## src/rtl/demo_key_driver.sv

```systemverilog
// Attract-mode keycode source: passes USB keys through, and after a long idle
// period launches the game itself, dodges the stone, and restarts after game over.
module demo_key_driver #(
  parameter int IDLE_FRAMES    = 600,
  parameter int RESTART_FRAMES = 120,
  parameter int HOLD_FRAMES    = 8,
  parameter int SAFE_MARGIN    = 24,
  parameter int THREAT_Y       = 160,
  parameter int CENTER_X       = 320,
  parameter int LANE_MIN       = 80,
  parameter int LANE_MAX       = 560
) (
  input  logic       frame_clk,
  input  logic       Reset,
  input  logic [7:0] usb_keycode,
  input  logic [9:0] BallX,
  input  logic [9:0] BallY,
  input  logic [9:0] BallS,
  input  logic [9:0] StoneX,
  input  logic [9:0] StoneY,
  input  logic [9:0] Stone_size,
  input  logic       game_over,
  output logic [7:0] keycode,
  output logic       demo_active
);

  localparam logic [7:0] KEY_NONE  = 8'h00;
  localparam logic [7:0] KEY_LEFT  = 8'h04;
  localparam logic [7:0] KEY_RIGHT = 8'h07;
  localparam logic [7:0] KEY_START = 8'h28;
  localparam logic [7:0] KEY_RESET = 8'h2C;

  localparam int IDLE_W = $clog2(IDLE_FRAMES + 1);
  localparam int REST_W = $clog2(RESTART_FRAMES + 1);
  localparam int HOLD_W = $clog2(HOLD_FRAMES + 1);

  typedef enum logic [2:0] {
    MANUAL,
    D_CLEAR,
    D_LAUNCH,
    D_PLAY,
    D_OVER
  } state_t;

  state_t              state;
  logic [IDLE_W-1:0]   idle_cnt;
  logic [REST_W-1:0]   rest_cnt;
  logic [HOLD_W-1:0]   hold_cnt;
  logic [7:0]          hold_dir;

  logic [10:0] dx, dy, adx, left_edge, right_edge;
  logic [11:0] reach;
  logic        threat, left_blocked, right_blocked;
  logic [7:0]  dodge_dir, centre_key;
  logic [7:0]  steer_key, steer_dir;
  logic [HOLD_W-1:0] steer_hold;

  // Geometry: 10-bit inputs zero-extended, reach widened so it can never wrap.
  always_comb begin
    dx         = {1'b0, StoneX} - {1'b0, BallX};
    dy         = {1'b0, BallY} - {1'b0, StoneY};
    adx        = dx[10] ? (~dx + 11'd1) : dx;
    reach      = {2'b00, BallS} + {2'b00, Stone_size} + 12'(SAFE_MARGIN);
    threat     = !dy[10] && (dy <= 11'(THREAT_Y)) && ({1'b0, adx} < reach);
    left_edge  = {1'b0, BallX} - {1'b0, BallS};
    right_edge = {1'b0, BallX} + {1'b0, BallS};
    left_blocked  = (BallX < BallS) || (left_edge <= 11'(LANE_MIN + 8));
    right_blocked = (right_edge >= 11'(LANE_MAX - 8));
    if (dx[10]) dodge_dir = right_blocked ? KEY_LEFT : KEY_RIGHT;
    else        dodge_dir = left_blocked ? KEY_RIGHT : KEY_LEFT;
    if ({1'b0, BallX} > 11'(CENTER_X + 8))      centre_key = KEY_LEFT;
    else if ({1'b0, BallX} < 11'(CENTER_X - 8)) centre_key = KEY_RIGHT;
    else                                        centre_key = KEY_NONE;
  end

  // A running hold wins over any fresh threat; a new dodge latches its direction.
  always_comb begin
    steer_key  = centre_key;
    steer_dir  = hold_dir;
    steer_hold = hold_cnt;
    if (hold_cnt != '0) begin
      steer_key  = hold_dir;
      steer_hold = hold_cnt - HOLD_W'(1);
    end else if (threat) begin
      steer_key  = dodge_dir;
      steer_dir  = dodge_dir;
      steer_hold = HOLD_W'(HOLD_FRAMES - 1);
    end
  end

  // Outputs are registered with the value belonging to the state being entered.
  always_ff @(posedge frame_clk) begin
    if (Reset) begin
      state       <= MANUAL;
      keycode     <= KEY_NONE;
      demo_active <= 1'b0;
      idle_cnt    <= '0;
      rest_cnt    <= '0;
      hold_cnt    <= '0;
      hold_dir    <= KEY_NONE;
    end else if (usb_keycode != KEY_NONE) begin
      state       <= MANUAL;
      keycode     <= usb_keycode;
      demo_active <= 1'b0;
      idle_cnt    <= '0;
      rest_cnt    <= '0;
      hold_cnt    <= '0;
    end else begin
      case (state)
        MANUAL: begin
          keycode     <= usb_keycode;
          demo_active <= 1'b0;
          if (idle_cnt != IDLE_W'(IDLE_FRAMES)) idle_cnt <= idle_cnt + IDLE_W'(1);
          if (idle_cnt == IDLE_W'(IDLE_FRAMES - 1)) begin
            state       <= D_CLEAR;
            keycode     <= KEY_RESET;
            demo_active <= 1'b1;
          end
        end
        D_CLEAR: begin
          state       <= D_LAUNCH;
          keycode     <= KEY_START;
          demo_active <= 1'b1;
          hold_cnt    <= '0;
          rest_cnt    <= '0;
        end
        D_LAUNCH: begin
          state       <= D_PLAY;
          keycode     <= steer_key;
          demo_active <= 1'b1;
          hold_cnt    <= steer_hold;
          hold_dir    <= steer_dir;
        end
        D_PLAY: begin
          demo_active <= 1'b1;
          if (game_over) begin
            state    <= D_OVER;
            keycode  <= KEY_NONE;
            hold_cnt <= '0;
            rest_cnt <= '0;
          end else begin
            keycode  <= steer_key;
            hold_cnt <= steer_hold;
            hold_dir <= steer_dir;
          end
        end
        D_OVER: begin
          demo_active <= 1'b1;
          if (rest_cnt == REST_W'(RESTART_FRAMES - 1)) begin
            state    <= D_CLEAR;
            keycode  <= KEY_RESET;
            rest_cnt <= '0;
          end else begin
            keycode  <= KEY_NONE;
            rest_cnt <= rest_cnt + REST_W'(1);
          end
        end
        default: begin
          state       <= MANUAL;
          keycode     <= KEY_NONE;
          demo_active <= 1'b0;
        end
      endcase
    end
  end

endmodule

```

## config.mk

```make
export PLATFORM = sky130hd
export DESIGN_NAME = demo_key_driver
export DESIGN_NICKNAME = d
export VERILOG_FILES = /design/src/rtl/demo_key_driver.sv
export SDC_FILE = /design/constraint.sdc
export NUM_CORES = 1
export LEC_CHECK = 0
export ABC_AREA = 1
export CORE_ASPECT_RATIO = 0.5
export CORE_MARGIN = 2
export CORE_UTILIZATION = 51
export CTS_CLUSTER_SIZE = 28
export DETAILED_ROUTE_END_ITERATION = 16
export GPL_TIMING_DRIVEN = 0
export PLACE_DENSITY = 0.77
export RECOVER_POWER = 50
export SLEW_MARGIN = 0
export SYNTH_ARGS = -nofsm -noshare
export SYNTH_HDL_FRONTEND = slang
export SYNTH_SLANG_ARGS = --single-unit
```

## constraint.sdc

```tcl
create_clock -name frame_clk -period 7.87 [get_ports frame_clk]
set_input_delay 1.574 -clock frame_clk [delete_from_list [all_inputs] [get_ports frame_clk]]
set_output_delay 1.574 -clock frame_clk [all_outputs]
set_load 0.05 [all_outputs]
```

* Word-level counts from Yosys, hierarchy flattened
Cells that the tools add are included. Widths: inputs -> output; s select.
Cells by class: $add $sub $neg 10, magnitude comparators 7, eq/ne operators 11, muxes and demuxes 30, bitwise operators 2, reductions and logical operators 16
Operator list (count):
- $mux 8 | 8
- $pmux 8 s5 | 1
- $sub 10x10->11 | 3
- $add 10x10->11 | 2
- $pmux 7 s3 | 1
- $pmux 8 s2 | 1
- $mux 3 | 5
- $pmux 3 s5 | 1
- $mux 7 | 2
- $add 11x5->12 const B | 1
- $lt 11x12->1 | 1
- $mux 4 | 3
- $pmux 4 s3 | 1
- $add 11x1->11 const B | 1
- $ge 11x10->1 const B | 1
- $le 11x7->1 const B | 1
- $le 11x8->1 const B | 1
- $mux 11 | 1
- $not 11->11 | 1
- $add 10x1->10 const B | 1
- $eq 10x10->1 const B | 1
- $gt 10x9->1 const B | 1
- $lt 10x10->1 | 1
- $lt 10x9->1 const B | 1
- other kinds (25) | 35
Storage, ports and cells: bits in registers 41, input port bits 71, output and inout port bits 9, word-level logic and storage cells 83

* Longest topological paths before layout
word-level depth 11, gate-level depth with buffers 31, mapped depth without buffers 31

* Least setup slack after synthesis
Ideal clock, no wire load.
path kind input-to-reg, start point input StoneX[0], end point register hold_dir[1], setup time 0.114 ns, arrival time 4.325 ns, required time 7.756 ns, setup slack 3.431 ns, cell stages on the path 24, cells stage by stage inv_1 > ha_1 > inv_1 > fa_1 > nand3_1 > nand2_1 > a21oi_1 > o21ai_1 > xor2_1 > nand3_1 > nand2_1 > xor2_1 > ha_1 > nand2_1 > o21ba_2 > nand2_1 > nor2_1 > nor2_1 > a21oi_1 > nand2_1 > nor2_1 > nand3_1 > a21oi_1 > nor2_1
Between the ends: cells in the longest elaborated chain, start to end 10, elaborated cells on any way between the ends 11, classes of those cells add/sub (2); order compare (1); mux (6); bitwise (1); reduce/logical (1)
RTL lines:
- from (decl) | RTL line 19 | input logic [9:0] StoneX,
- $sub 10x10->11 * | RTL line 60 | dx = {1'b0, StoneX} - {1'b0, BallX};
- $not 11->11 | RTL line 62 | adx = dx[10] ? (~dx + 11'd1) : dx;
- $add 11x1->11 | RTL line 62
- $mux 11 | RTL line 62
- $lt 11x12->1 | RTL line 64 | threat = !dy[10] && (dy <= 11'(THREAT_Y)) && ({1'b0, adx} < reach);
- $logic_and 1x1->1 | RTL line 64
- $mux 8 * | RTL line 84 | end else if (threat) begin
- $mux 8 * | RTL line 81 | if (hold_cnt != '0) begin
- $mux 8 | RTL line 136 | if (game_over) begin
- $pmux 8 s2 * | RTL line 109 | case (state)
- to (signal assigned) | RTL line 132 | hold_dir <= steer_dir;
- to (signal assigned) | RTL line 144 | hold_dir <= steer_dir;
- to (decl) | RTL line 49 | logic [7:0] hold_dir;
Mark *: on every way between the ends. The rest lies on a longest branch, timed or not. The select of a mux whose other input is x is not followed. A chain may end at the register's enable or synchronous reset.

* Worst setup path in the final report
start point input BallX[7], end point register hold_dir[1]
Between the ends: cells in the longest elaborated chain, start to end 10, elaborated cells on any way between the ends 19, classes of those cells add/sub (4); order compare (4); mux (8); bitwise (1); reduce/logical (2)
RTL lines:
- from (decl) | RTL line 16 | input logic [9:0] BallX,
- $sub 10x10->11 | RTL line 60
- $not 11->11 | RTL line 62
- $add 11x1->11 | RTL line 62
- $mux 11 | RTL line 62
- $lt 11x12->1 | RTL line 64
- $logic_and 1x1->1 | RTL line 64
- $mux 8 * | RTL line 84
- $mux 8 * | RTL line 81
- $mux 8 | RTL line 136
- $pmux 8 s2 * | RTL line 109
Marked as above.

==> out/qor.txt <==
Outcome = complete, no violations
Clock slew at reported path FFs = 60 ps
Fraction of registers with async set/reset = 0
Count of cell types in the netlist = 41
Vias in the first global route = 4317
Hold WC Path Type = reg -> reg
Synth-to-Final Area Change = 23.5%
Syn Nets = 936
Wire length per cell = 11.0 um
Diode count = 0
R2R cell count = 12
R2R Setup Slk = 5970 ps
Die area = 10300 um2
Sink Count = 35
Reg2Reg Launch Point = state[1]
Critical path type = in -> reg
Root buffer cell = clkbuf_16
Antenna-violating nets left = 0
Critical Path RT = 8040 ps
Setup TNS Final = 0 ps
Clk_skew = 4.35 ps
Worst slew margin = 0.659
Setup crit end kind = register
Initial DRC count = 178
Gr usage total = 0.213
Largest net degree at the start of global routing = 13
Grt ovf = 0
Final hold vios = 0
Via count = 4930
Part of the cycle the worst path needs = 0.679
Post-Syn Area = 4820 um2
Global-route wire length before repair = 18200 um
H-Tree Depth = 2
Hold path startpoint = rest_cnt[6]
Setup Fix Bufs, Post-CTS = 0
Area of the core = 9320 um2
P_leak = 3.08 nW
Hold depth = 1
Setup violations, final = 0
Main synth FF type = dfxtp_1
MaxCap Viol Count = 0
CTS max path bufs = 2
Clk_lat worst skew = 280 ps
Post-Synthesis Cells = 785
Ranking of synthesized cells by area = ha_1, nand2_1, dfxtp_1, inv_1, a21oi_1
Filler Cell Count = 907
Max IR drop VDD = 0.0000895 V
Inserted Clock Buffers = 5
Cell taking the most area after synthesis = ha_1
Die H = 72.8 um
CTS tree = done
RR Endpoint = idle_cnt[9]
Register area share after synthesis = 0.145
I/O Buffers = 79
Layout cells sized above 1 = 0.0344
Post-synth EDFFs = 0
Dpl hpwl = 9320 um
Yosys warns = 0
Hold endpoint = rest_cnt[6]
RSZ-0062 raised after global routing = false
Vias/cell = 4.96
Final Power = 790 uW
P per Cell Area = 133 nW/um2
Top-count cell post-synth = nand2_1
Placed Cells = 985
Final hold slack = 467 ps
Worst-path maximum fanout = 7
Synth Area per Inst = 6.14 um2
CTS resizes = 0
Initial cell density of the core = 0.517
Min Tclk post-route = 5350 ps
Net count, final = 1022
Synth top cells by count = nand2_1, inv_1, ha_1, a21oi_1, nor2_1
I/O pin total = 80
Setup crit start kind = input port
Gpl congestion = 0.966
FF+latch count, synth = 35
Post-synth top area share = 0.195
Cell row count = 25
Post-CTS Hold Fix Bufs = 0
Wirelength, routed = 10900 um
Die X = 141 um
Drt pass-1 iters = 5
Highest Clock Rate = 187 MHz
Post-route insts no fill = 993
Slew Viols, Final = 0
DRC viols = 0
Antenna violations before repair = 0
Worst Tran Pin Value = 510 ps
CP Data Arrival Time = 5520 ps
worst max path at each step:
stage,startpoint,endpoint,slack [ps],cells past startpoint
2_1_floorplan,StoneX[0],hold_dir[1],3430,24
3_3_place_gp,BallX[7],hold_dir[1],2310,22
3_5_place_dp,BallX[7],hold_dir[1],2300,22
4_1_cts,BallX[7],hold_dir[1],2570,22
5_1_grt,BallX[7],hold_dir[1],2220,22
6_report,BallX[7],hold_dir[1],2520,22
where the power goes:
group / switching, mW / internal (mW)
clock network: 0.0744 / 0.181
registers: 0.000642 / 0.179
logic: 0.201 / 0.154
metal layers:
layer	track usage	wire length, um	vias up
met3	0.0210	396	13
met2	0.389	5040	99
met4	0.0389	110	0
li1	-	-	2673
met1	0.281	5340	2145
met5	0	0	-
layout by cell type, fill, tap and decap left out, drive strengths merged, types with 3 or more instances in the layout:
cell type,n
clkbuf,7
xor2,15
nand3,51
inv,170
nor3,14
clkdlybuf4s50,68
o21ai,31
ha,75
o21a,5
a211oi,3
a21oi,69
nand2,195
o21bai,3
nand3b,7
xnor2,11
fa,5
dfxtp,35
nor2,60
dlygate4sd3,11
nand4,11
or2,3
worst max-delay path: stages:
cell and delay, ps:
clkdlybuf4s50_1 600, inv_1 90, ha_1 340, a21oi_1 160, nor2_1 60, a211oi_1 290
nand3_1 310, inv_1 300, nand2_1 140, xor2_1 160, ha_1 310, nand2_1 90
o21ba_2 140, nand2_1 50, nor2_1 130, nor2_1 80, a21oi_1 110, nand2_1 120
nor2_1 140, nand3_1 130, a21oi_1 140, nor2_1 50
registers in the layout (all words and copies together), names as in the netlist:
signal,count
hold_dir,2
rest_cnt,7
demo_active,1
hold_cnt,4
keycode,8
idle_cnt,10
state,3
cells by family after synthesis:
| kind of cell | Yosys count | synth area share |
|---|---|---|
| buf+inv | 176 | 0.138 |
| xor+xnor | 26 | 0.0472 |
| flops | 35 | 0.145 |
| simple gates | 345 | 0.310 |
| fa+ha+maj | 80 | 0.215 |
| compound gates | 123 | 0.145 |
metrics by stage:
step	setup WS, ps	instance area, um2	utilization
after CTS	2570	5960	0.639
after detailed placement	2300	5760	0.618
after global placement	2310	5760	0.618
after floorplan	3430	4820	-
after global routing	2220	5950	0.639
final	2520	5950	0.639
layout make-up:
cell class / instances / area [um2] / area share
repair buffers: 79 / 791 / 0.133
well taps: 121 / 151 / 0.0254
inverters: 172 / 646 / 0.108
flip-flops and latches: 35 / 701 / 0.118
clock inverters: 3 / 67.6 / 0.0113
clock buffers: 5 / 125 / 0.0210
plain buffers: 4 / 17.5 / 0.00294
multi-input cells: 574 / 3460 / 0.580
No activity file was read; power rests on OpenSTA's default activity.
==> variant, RTL diff (same settings) <==
Change the parameter `RESTART_FRAMES` from 120 to 60.
--- a/src/rtl/demo_key_driver.sv
+++ b/src/rtl/demo_key_driver.sv
@@ -3,5 +3,5 @@
 module demo_key_driver #(
   parameter int IDLE_FRAMES    = 600,
-  parameter int RESTART_FRAMES = 120,
+  parameter int RESTART_FRAMES = 60,
   parameter int HOLD_FRAMES    = 8,
   parameter int SAFE_MARGIN    = 24,
Function: no difference found for any inputs over 10 cycles, from zero or initial values and one cycle with Reset high; that may be too few to reach the edited logic, so the function may still have changed.
==> variant against the original RTL <==
  * Area after synthesis up 2.2%
  * Design area up 1.0%
  * Non-clock buffer count up 3
  * Sequential cell count down 1
  * Wire length up 5.8%
  * Fmax is essentially flat
  * Worst setup slack improved by 2.8 ps
  * Clock skew shrank 2.4 ps
  * Total power decreased by 7.3%
  * Largest cell class unchanged
  * Largest power group unchanged
  * Core utilization hardly changed
==> variant: results (changes against the original RTL) <==
Run status
  • Status: completed

Power and ir drop
  • Seq pwr share: 23.9% (+1.1 points)
  • P_leak: 3.12 nW (+1.2%)
  • Clock power share: 25.9% (-6.4 points)
  • P_clk: 0.190 mW (-26%)
  • Internal power: 0.457 mW (-11%)
  • Worst vdd ir: 77.5 uV (-13%)

Final layout
  • Clkbuf count: 7 (+2)
  • Sequential cell count: 34 (-2.9%)
  • Share of cell area taken by multi-input logic gates: 58.1% (about the same)
  • Inverters: 179 (+4.1%)
  • Number of multi-input logic gates: 590 (+2.8%)
  • Non-clock buffer share: 14.2% (+0.59 points)
  • Layout cell share with drive strength beyond 1: 4.91% (+1.5 points)
  • # nets final: 1,047 (+2.4%)
  • Bufs w/o clock: 86 (+3.6%)
  • Clock-cell share: 2.45% (-0.78 points)

Synth
  • Sequential-to-total area share from yosys stat: 13.8% (-0.71 points)
  • Syn nets: 961 (+2.7%)
  • Top cells by area, synth: ha_1 19%, nand2_1 16%, dfxtp_1 14%
  • Top cells by count, synth: 206 x nand2_1, 169 x inv_1, 75 x ha_1
  • Post-Syn Instances: 810 (+3.2%)
  • Count of cell types in the netlist: 42 (+2.4%)

Timing
  • Final worst-path cycle share: 67.9% (about the same)
  • Fin Clk Skew: 1.94 ps (-2.41 ps)
  • Rel. slew slack: 53.3% (-13 points)

Placement
  • HPWL after DPL: 9840 um (+5.6%)
  • Routability congestion estimate: 0.867 (-10%)

Worst setup path
  • R2R depth: 12 (unchanged)
  • R2r startpoint: state[0]$_SDFFE_PP0P_
  • Worst EP arrival: 5490 ps (-30 ps)
  • Critical R2R Capture: idle_cnt[8]$_SDFFE_PP0P_
  • Crit-path max FO: 8 (+1)
  • Reg-to-reg slack, setup: 6070 ps (+100 ps)

Global routing
  • Initial antenna violation count: 0 (unchanged)
  • First-pass GRT wire length: 19,800 um (+8.3%)
  • Vias in the first global route: 4,680 (+8.4%)
  • GRT Overall Usage: 22.7% (+1.4 points)

Routing
  • Iteration-0 DRC Markers: 268 (+51%)
  • Wirelength per Cell: 11.2 um (+1.8%)
  • Vias/cell: 4.91 (-1.1%)

Worst hold path
  • Worst Hold Depth: 2 (+1)
  • Worst Hold End: hold_dir[2]$_SDFFE_PP0P_
[variant: metrics by stage]
stage	hold slack, ps	instance area (um2)
5_1_grt	478	6020
6_report	457	6020
4_1_cts	458	6030
3_3_place_gp	450	5880
3_5_place_dp	451	5880
2_1_floorplan	436	4920
[variant: routing by layer]
layer / share of wire (%) / track usage, % / up-vias
met1: 49 / 29.9 / 2176
met5: 0 / 0 / -
met2: 44 / 39.6 / 131
met4: 2.0 / 5.72 / 0
li1: - / - / 2743
met3: 4.5 / 3.26 / 16
[variant: kinds of logic (layout without fill, tap and decap cells)]
| logic type | Yosys count | count (layout) | share of synthesized area, % |
|---|---|---|---|
| buffers and inverters | 186 | 273 | 14.9 |
| AO/OA/AOI/OAI | 115 | 115 | 12.9 |
| XOR/XNOR | 23 | 23 | 4.09 |
| flip-flops | 34 | 34 | 13.8 |
| adder cells (fa/ha/maj) | 80 | 80 | 21.1 |
| AND/OR/NAND/NOR | 372 | 372 | 33.2 |
